$ cat src/rtl/gmii_tx_framer.sv
`default_nettype none
// ============================================================================
//  Module   : gmii_tx_framer
//  Purpose  : Turns a valid/ready/last byte stream of forwarded frame bytes
//             (destination MAC through payload) into a complete GMII transmit
//             frame: preamble, SFD, data, zero padding, CRC-32 FCS and IFG.
//             Source underrun or oversize aborts the frame with tx_er.
//  Revision : 1.0 - initial release
// ============================================================================
module gmii_tx_framer #(
    parameter int MIN_DATA   = 60,
    parameter int MAX_DATA   = 1514,
    parameter int IFG_CYCLES = 12
) (
    input  logic       clk,
    input  logic       reset,
    input  logic [7:0] iData,
    input  logic       iValid,
    input  logic       iLast,
    output logic       oReady,
    output logic [7:0] gmii_txd,
    output logic       gmii_tx_en,
    output logic       gmii_tx_er,
    output logic       oBusy,
    output logic       oFrameDone,
    output logic       oUnderrun
);

    // State encoding
    localparam logic [2:0] c_IDLE     = 3'd0;
    localparam logic [2:0] c_PREAMBLE = 3'd1;
    localparam logic [2:0] c_SFD      = 3'd2;
    localparam logic [2:0] c_DATA     = 3'd3;
    localparam logic [2:0] c_PAD      = 3'd4;
    localparam logic [2:0] c_FCS      = 3'd5;
    localparam logic [2:0] c_IFG      = 3'd6;

    // With a zero gap the framer returns straight to IDLE after a frame.
    localparam logic [2:0] c_AFTER_FRAME = (IFG_CYCLES > 0) ? c_IFG : c_IDLE;

    localparam int                 c_IFG_W    = (IFG_CYCLES > 2) ? $clog2(IFG_CYCLES) : 1;
    localparam logic [c_IFG_W-1:0] c_IFG_LAST = c_IFG_W'((IFG_CYCLES > 0) ? IFG_CYCLES - 1 : 0);
    localparam logic [c_IFG_W-1:0] c_IFG_ONE  = c_IFG_W'(1);

    localparam logic [10:0] c_MIN_DATA  = 11'(MIN_DATA);
    localparam logic [10:0] c_MAX_DATA  = 11'(MAX_DATA);
    localparam logic [31:0] c_CRC_INIT  = 32'hFFFF_FFFF;
    localparam logic [31:0] c_CRC_POLY  = 32'hEDB8_8320;

    logic [2:0]         r_state;
    logic [7:0]         r_txd;
    logic               r_tx_en;
    logic               r_tx_er;
    logic               r_done;
    logic               r_underrun;
    logic [10:0]        r_count;
    logic [31:0]        r_crc;
    logic [2:0]         r_pre_cnt;
    logic [1:0]         r_fcs_idx;
    logic [c_IFG_W-1:0] r_ifg_cnt;

    logic [10:0]        w_cnt_inc;
    logic [31:0]        w_crc_data;
    logic [31:0]        w_crc_pad;
    logic [31:0]        w_fcs;
    logic [7:0]         w_fcs_byte;

    // Reflected CRC-32 advanced by one octet, LSB of the octet first.
    function automatic logic [31:0] crc32_byte(input logic [31:0] crc_in,
                                               input logic [7:0]  data_in);
        logic [31:0] v_crc;
        v_crc = crc_in ^ {24'h00_0000, data_in};
        for (int k = 0; k < 8; k++) begin
            v_crc = v_crc[0] ? ((v_crc >> 1) ^ c_CRC_POLY) : (v_crc >> 1);
        end
        return v_crc;
    endfunction

    assign w_cnt_inc  = r_count + 11'd1;
    assign w_crc_data = crc32_byte(r_crc, iData);
    assign w_crc_pad  = crc32_byte(r_crc, 8'h00);
    assign w_fcs      = ~r_crc;
    assign w_fcs_byte = w_fcs[{r_fcs_idx, 3'b000} +: 8];

    // Ready drops once MAX_DATA bytes are in, so an extra byte is never taken.
    assign oReady     = (r_state == c_DATA) && (r_count != c_MAX_DATA);
    assign oBusy      = (r_state != c_IDLE);
    assign gmii_txd   = r_txd;
    assign gmii_tx_en = r_tx_en;
    assign gmii_tx_er = r_tx_er;
    assign oFrameDone = r_done;
    assign oUnderrun  = r_underrun;

    // Framing FSM with registered GMII outputs and status pulses.
    always_ff @(posedge clk or negedge reset) begin
        if (!reset) begin
            r_state    <= c_IDLE;
            r_txd      <= 8'h00;
            r_tx_en    <= 1'b0;
            r_tx_er    <= 1'b0;
            r_done     <= 1'b0;
            r_underrun <= 1'b0;
            r_count    <= 11'd0;
            r_crc      <= c_CRC_INIT;
            r_pre_cnt  <= 3'd0;
            r_fcs_idx  <= 2'd0;
            r_ifg_cnt  <= '0;
        end else begin
            r_txd      <= 8'h00;
            r_tx_en    <= 1'b0;
            r_tx_er    <= 1'b0;
            r_done     <= 1'b0;
            r_underrun <= 1'b0;
            case (r_state)
                c_IDLE: begin
                    r_count   <= 11'd0;
                    r_crc     <= c_CRC_INIT;
                    r_pre_cnt <= 3'd0;
                    if (iValid) begin
                        r_state <= c_PREAMBLE;
                    end
                end
                c_PREAMBLE: begin
                    r_txd     <= 8'h55;
                    r_tx_en   <= 1'b1;
                    r_pre_cnt <= r_pre_cnt + 3'd1;
                    if (r_pre_cnt == 3'd6) begin
                        r_state <= c_SFD;
                    end
                end
                c_SFD: begin
                    r_txd   <= 8'hD5;
                    r_tx_en <= 1'b1;
                    r_state <= c_DATA;
                end
                c_DATA: begin
                    if (!iValid || (r_count == c_MAX_DATA)) begin
                        // Underrun or oversize: one errored cycle, no FCS.
                        r_tx_en    <= 1'b1;
                        r_tx_er    <= 1'b1;
                        r_underrun <= 1'b1;
                        r_ifg_cnt  <= '0;
                        r_state    <= c_AFTER_FRAME;
                    end else begin
                        r_txd   <= iData;
                        r_tx_en <= 1'b1;
                        r_crc   <= w_crc_data;
                        r_count <= w_cnt_inc;
                        if (iLast) begin
                            r_fcs_idx <= 2'd0;
                            r_state   <= (w_cnt_inc < c_MIN_DATA) ? c_PAD : c_FCS;
                        end
                    end
                end
                c_PAD: begin
                    r_txd   <= 8'h00;
                    r_tx_en <= 1'b1;
                    r_crc   <= w_crc_pad;
                    r_count <= w_cnt_inc;
                    if (w_cnt_inc >= c_MIN_DATA) begin
                        r_fcs_idx <= 2'd0;
                        r_state   <= c_FCS;
                    end
                end
                c_FCS: begin
                    r_txd     <= w_fcs_byte;
                    r_tx_en   <= 1'b1;
                    r_fcs_idx <= r_fcs_idx + 2'd1;
                    if (r_fcs_idx == 2'd3) begin
                        r_done    <= 1'b1;
                        r_ifg_cnt <= '0;
                        r_state   <= c_AFTER_FRAME;
                    end
                end
                c_IFG: begin
                    r_count   <= 11'd0;
                    r_crc     <= c_CRC_INIT;
                    r_ifg_cnt <= r_ifg_cnt + c_IFG_ONE;
                    if (r_ifg_cnt == c_IFG_LAST) begin
                        r_state <= c_IDLE;
                    end
                end
                default: begin
                    r_state <= c_IDLE;
                end
            endcase
        end
    end

endmodule
`default_nettype wire

$ cat config.mk
export PLATFORM = sky130hd
export DESIGN_NAME = gmii_tx_framer
export DESIGN_NICKNAME = d
export VERILOG_FILES = /design/src/rtl/gmii_tx_framer.sv
export SDC_FILE = /design/constraint.sdc
export NUM_CORES = 1
export LEC_CHECK = 0
export ABC_AREA = 1
export BUFFER_PORTS_ARGS = -buffer_cell sky130_fd_sc_hd__clkbuf_2
export CORE_ASPECT_RATIO = 1.4
export CORE_UTILIZATION = 35
export CTS_CLUSTER_SIZE = 14
export DETAILED_ROUTE_END_ITERATION = 8
export GPL_ROUTABILITY_DRIVEN = 0
export SLEW_MARGIN = 0
export SYNTH_ARGS = -nofsm -noshare
export SYNTH_HDL_FRONTEND = slang
export SYNTH_SLANG_ARGS = --single-unit
$ cat constraint.sdc
create_clock -name clk -period 1.9 [get_ports clk]
set_clock_uncertainty 0.2 [all_clocks]
set_input_delay 0.095 -clock clk [delete_from_list [all_inputs] [get_ports clk]]
set_output_delay 0.095 -clock clk [all_outputs]
set_load 0.02 [all_outputs]
==> results.json <==
{
  "synthesis.instances": 827,
  "reg2reg_setup_slack_ps": -160,
  "design.portCount": 26,
  "drt_pre_antenna_iters": 5,
  "tritoncts_num_sinks": 66,
  "post-route-cell-area_um2": 8690,
  "worst-endpoint-arrival_ps": 2150,
  "yosys_cell_types": 45,
  "die-area_um2": 16600,
  "fin_nets": 1009,
  "clockBufferDepth": 2,
  "timing.final.max_slew_violations": 0,
  "timing_worst_setup_path_type": "reg -> reg",
  "synthesis.yosys.warnings": 0,
  "track_usage_pct": 25.9,
  "start_util_pct": 35.9,
  "ant_nets": 0,
  "global_route.overflow_total": 0,
  "mostFrequentLayoutCells": "180 x nand2_1, 111 x buf_4, 72 x nor2_1",
  "dp_hpwl_um": 15200,
  "die_h_um": 152,
  "dr.first_iter.drc_count": 571,
  "floorplan.rows": 54,
  "critical_path.reg2reg.endpoint": "r_crc[2]",
  "numCtsBuffers": 9,
  "cts_tree": "yes",
  "antenna_found_initial": 0,
  "proportion_of_layout_cells_with_a_drive_suffix_above_1_pct": 44.2,
  "detail_route.drc_violations": 0,
  "crit_start": "r_crc[1]",
  "setup_viol_count_final": 28,
  "grt_max_degree": 30,
  "hold-worst-slack_ps": 35.4,
  "clock_insertion_delay_worst_skew_ps": 360,
  "worst_setup_path_start_kind": "flop",
  "result_of_the_run": "finished, violations left",
  "fp.coreArea_um2": 15700,
  "grt_pass1_wl_um": 32200,
  "postSynthNetCount": 845,
  "detailroute.via_count": 6430,
  "setup_repair_after_global_routing_missed_its_margin": "yes",
  "postSynth.topFlopCell": "dfrtp_1",
  "synth_area_per_cell_um2": 6.81,
  "leading_cell_type_in_the_layout_fill_and_taps_excluded": "nand2_1",
  "yosys_register_bits": 66,
  "via_per_inst": 5.39,
  "synthesis.area_um2": 5630,
  "worstPathMaxFanout": 7,
  "die_width_um": 109,
  "fillerInstances": 1391,
  "post_synth_main_area_contributors": "nand2_1 15%, dfrtp_1 15%, dfstp_2 15%, xor2_1 9.3%, nor2_1 6.5%",
  "failed_checks": "setup timing",
  "timing.final.crit_share_pct": 109,
  "place.port_buffers": 25,
  "first_global_vias": 6193,
  "cp_data_required_time_ps": 1980,
  "yosysTopAreaCell": "nand2_1",
  "area_delta_synth_final_pct": 54.4,
  "min_period_ps": 2060,
  "r2r_cells": 9,
  "ys_async_sr_fraction_pct": 100,
  "synth-edff-count": 0,
  "maxClockFrequency_mhz": 484,
  "post-route-util_pct": 55.5,
  "maxSlewHeadroom_pct": 68.9,
  "min-delay-path-class": "in -> async",
  "cts-root-buf": "clkbuf_16",
  "timing.final.ws_setup_ps": -164,
  "worstSetupEndpoint": "r_crc[2]",
  "seq_area_frac_synth_pct": 30.1,
  "cap_viol_max_count": 0,
  "wl_per_cell_um": 18.3,
  "crit-reg2reg-launch": "r_crc[1]",
  "insertedDiodeCount": 0,
  "timing_worst_slew_pin_value_ps": 467,
  "clk_transition_reported_paths_ps": 70,
  "cp-end-kind": "flop",
  "synth_largest_type_area_fraction_pct": 15.1,
  "finalWirelength_um": 21900,
  "placedInstanceArea_um2": 6840,
  "hold_violations": 0,
  "htree_num_levels": 3
}
==> metrics by stage <==
| stage | setup WS (ps) | TNS, ps | cells |
|---|---|---|---|
| after floorplan | -14.0 | -14.0 | 827 |
| after global placement | -140 | -1620 | 1139 |
| after detailed placement | -145 | -2470 | 1139 |
| after CTS | -99.2 | -1250 | 1177 |
| after global routing | -239 | -4900 | 1192 |
| final | -164 | -1670 | 1192 |
==> worst min path at each step <==
stage / start / end / slack (ps) / cells past startpoint
floorplan: reset / gmii_tx_en / -400 / 0
finish: reset / gmii_txd[6] / 40 / 2
CTS: iLast / r_fcs_idx[0] / 30 / 6
global route: reset / gmii_txd[6] / 80 / 2
detailed placement: reset / gmii_txd[6] / -120 / 1
global placement: reset / gmii_txd[0] / -120 / 1
==> worst max-delay path: stages (launching register included) <==
cell	delay (ps)
dfstp_2	580
nand2_1	100
nand2_4	120
buf_12	160
xor2_1	310
a21oi_2	120
o21ai_1	140
nand2_1	100
nor2_1	100
a21oi_1	50
==> cells by family (layout without fill, tap and decap cells) <==
group	Yosys count	count (layout)	share of synthesized area [%]
buffers and inverters	122	291	9.27
and+or+nand+nor	404	404	30.1
adders and majority gates	6	6	1.33
xor gates and xnor gates	91	91	15.2
DFF	66	66	30.1
AOI/OAI and AO/OA	138	138	14.0
==> cell usage after synthesis (5+ instances only) <==
| cell | count |
|---|---|
| nand2_1 | 227 |
| nor2_1 | 97 |
| inv_1 | 85 |
| xor2_1 | 60 |
| nand3_1 | 47 |
| o21ai_0 | 47 |
| a21oi_1 | 46 |
| dfrtp_1 | 34 |
| dfstp_2 | 32 |
| xnor2_1 | 26 |
| o22ai_1 | 11 |
| nand2_2 | 10 |
| inv_2 | 9 |
| buf_2 | 8 |
| clkbuf_1 | 8 |
| buf_4 | 6 |
| ha_1 | 6 |
| nand4_1 | 5 |
| o211ai_1 | 5 |
==> final cells by class <==
class | instances | area (µm²) | share of cell area [%]
Sequential cell | 66 | 1700 | 19.6
Tap cell | 196 | 245 | 2.82
Clock buffer | 9 | 225 | 2.59
Inverter | 94 | 368 | 4.23
Clock inverter | 7 | 77.6 | 0.892
Timing Repair Buffer | 181 | 1580 | 18.2
Multi-Input combinational cell | 639 | 4500 | 51.7
==> per-layer routing <==
metal / wire length, µm / GRT usage [%] / up-vias
met4: 1510 / 18.1 / 0
met3: 1140 / 4.76 / 102
li1: - / - / 2952
met1: 7910 / 27.9 / 3097
met2: 11300 / 44.5 / 279
met5: 0 / 0 / -
==> state kept, by name (all words and copies together), names as in the netlist <==
name,cells
r_crc,32
r_count,11
gmii_txd,8
r_ifg_cnt,4
r_pre_cnt,3
r_state,3
r_fcs_idx,2
gmii_tx_en,1
oFrameDone,1
oUnderrun,1
==> what timing repair did <==
action                                 in CTS  in global routing
gates resized for setup                    83                202
setup buffers                              13                 15
pin swaps                                  18                 69
endpoints found under the hold margin      59                  0
hold buffers                                9                  0
setup endpoints to repair                  50                 55
gates cloned                                0                  2
Power is left out: the tool's default activity adds up to more than one toggle a clock period on the data nets, which glitch-free logic cannot reach.
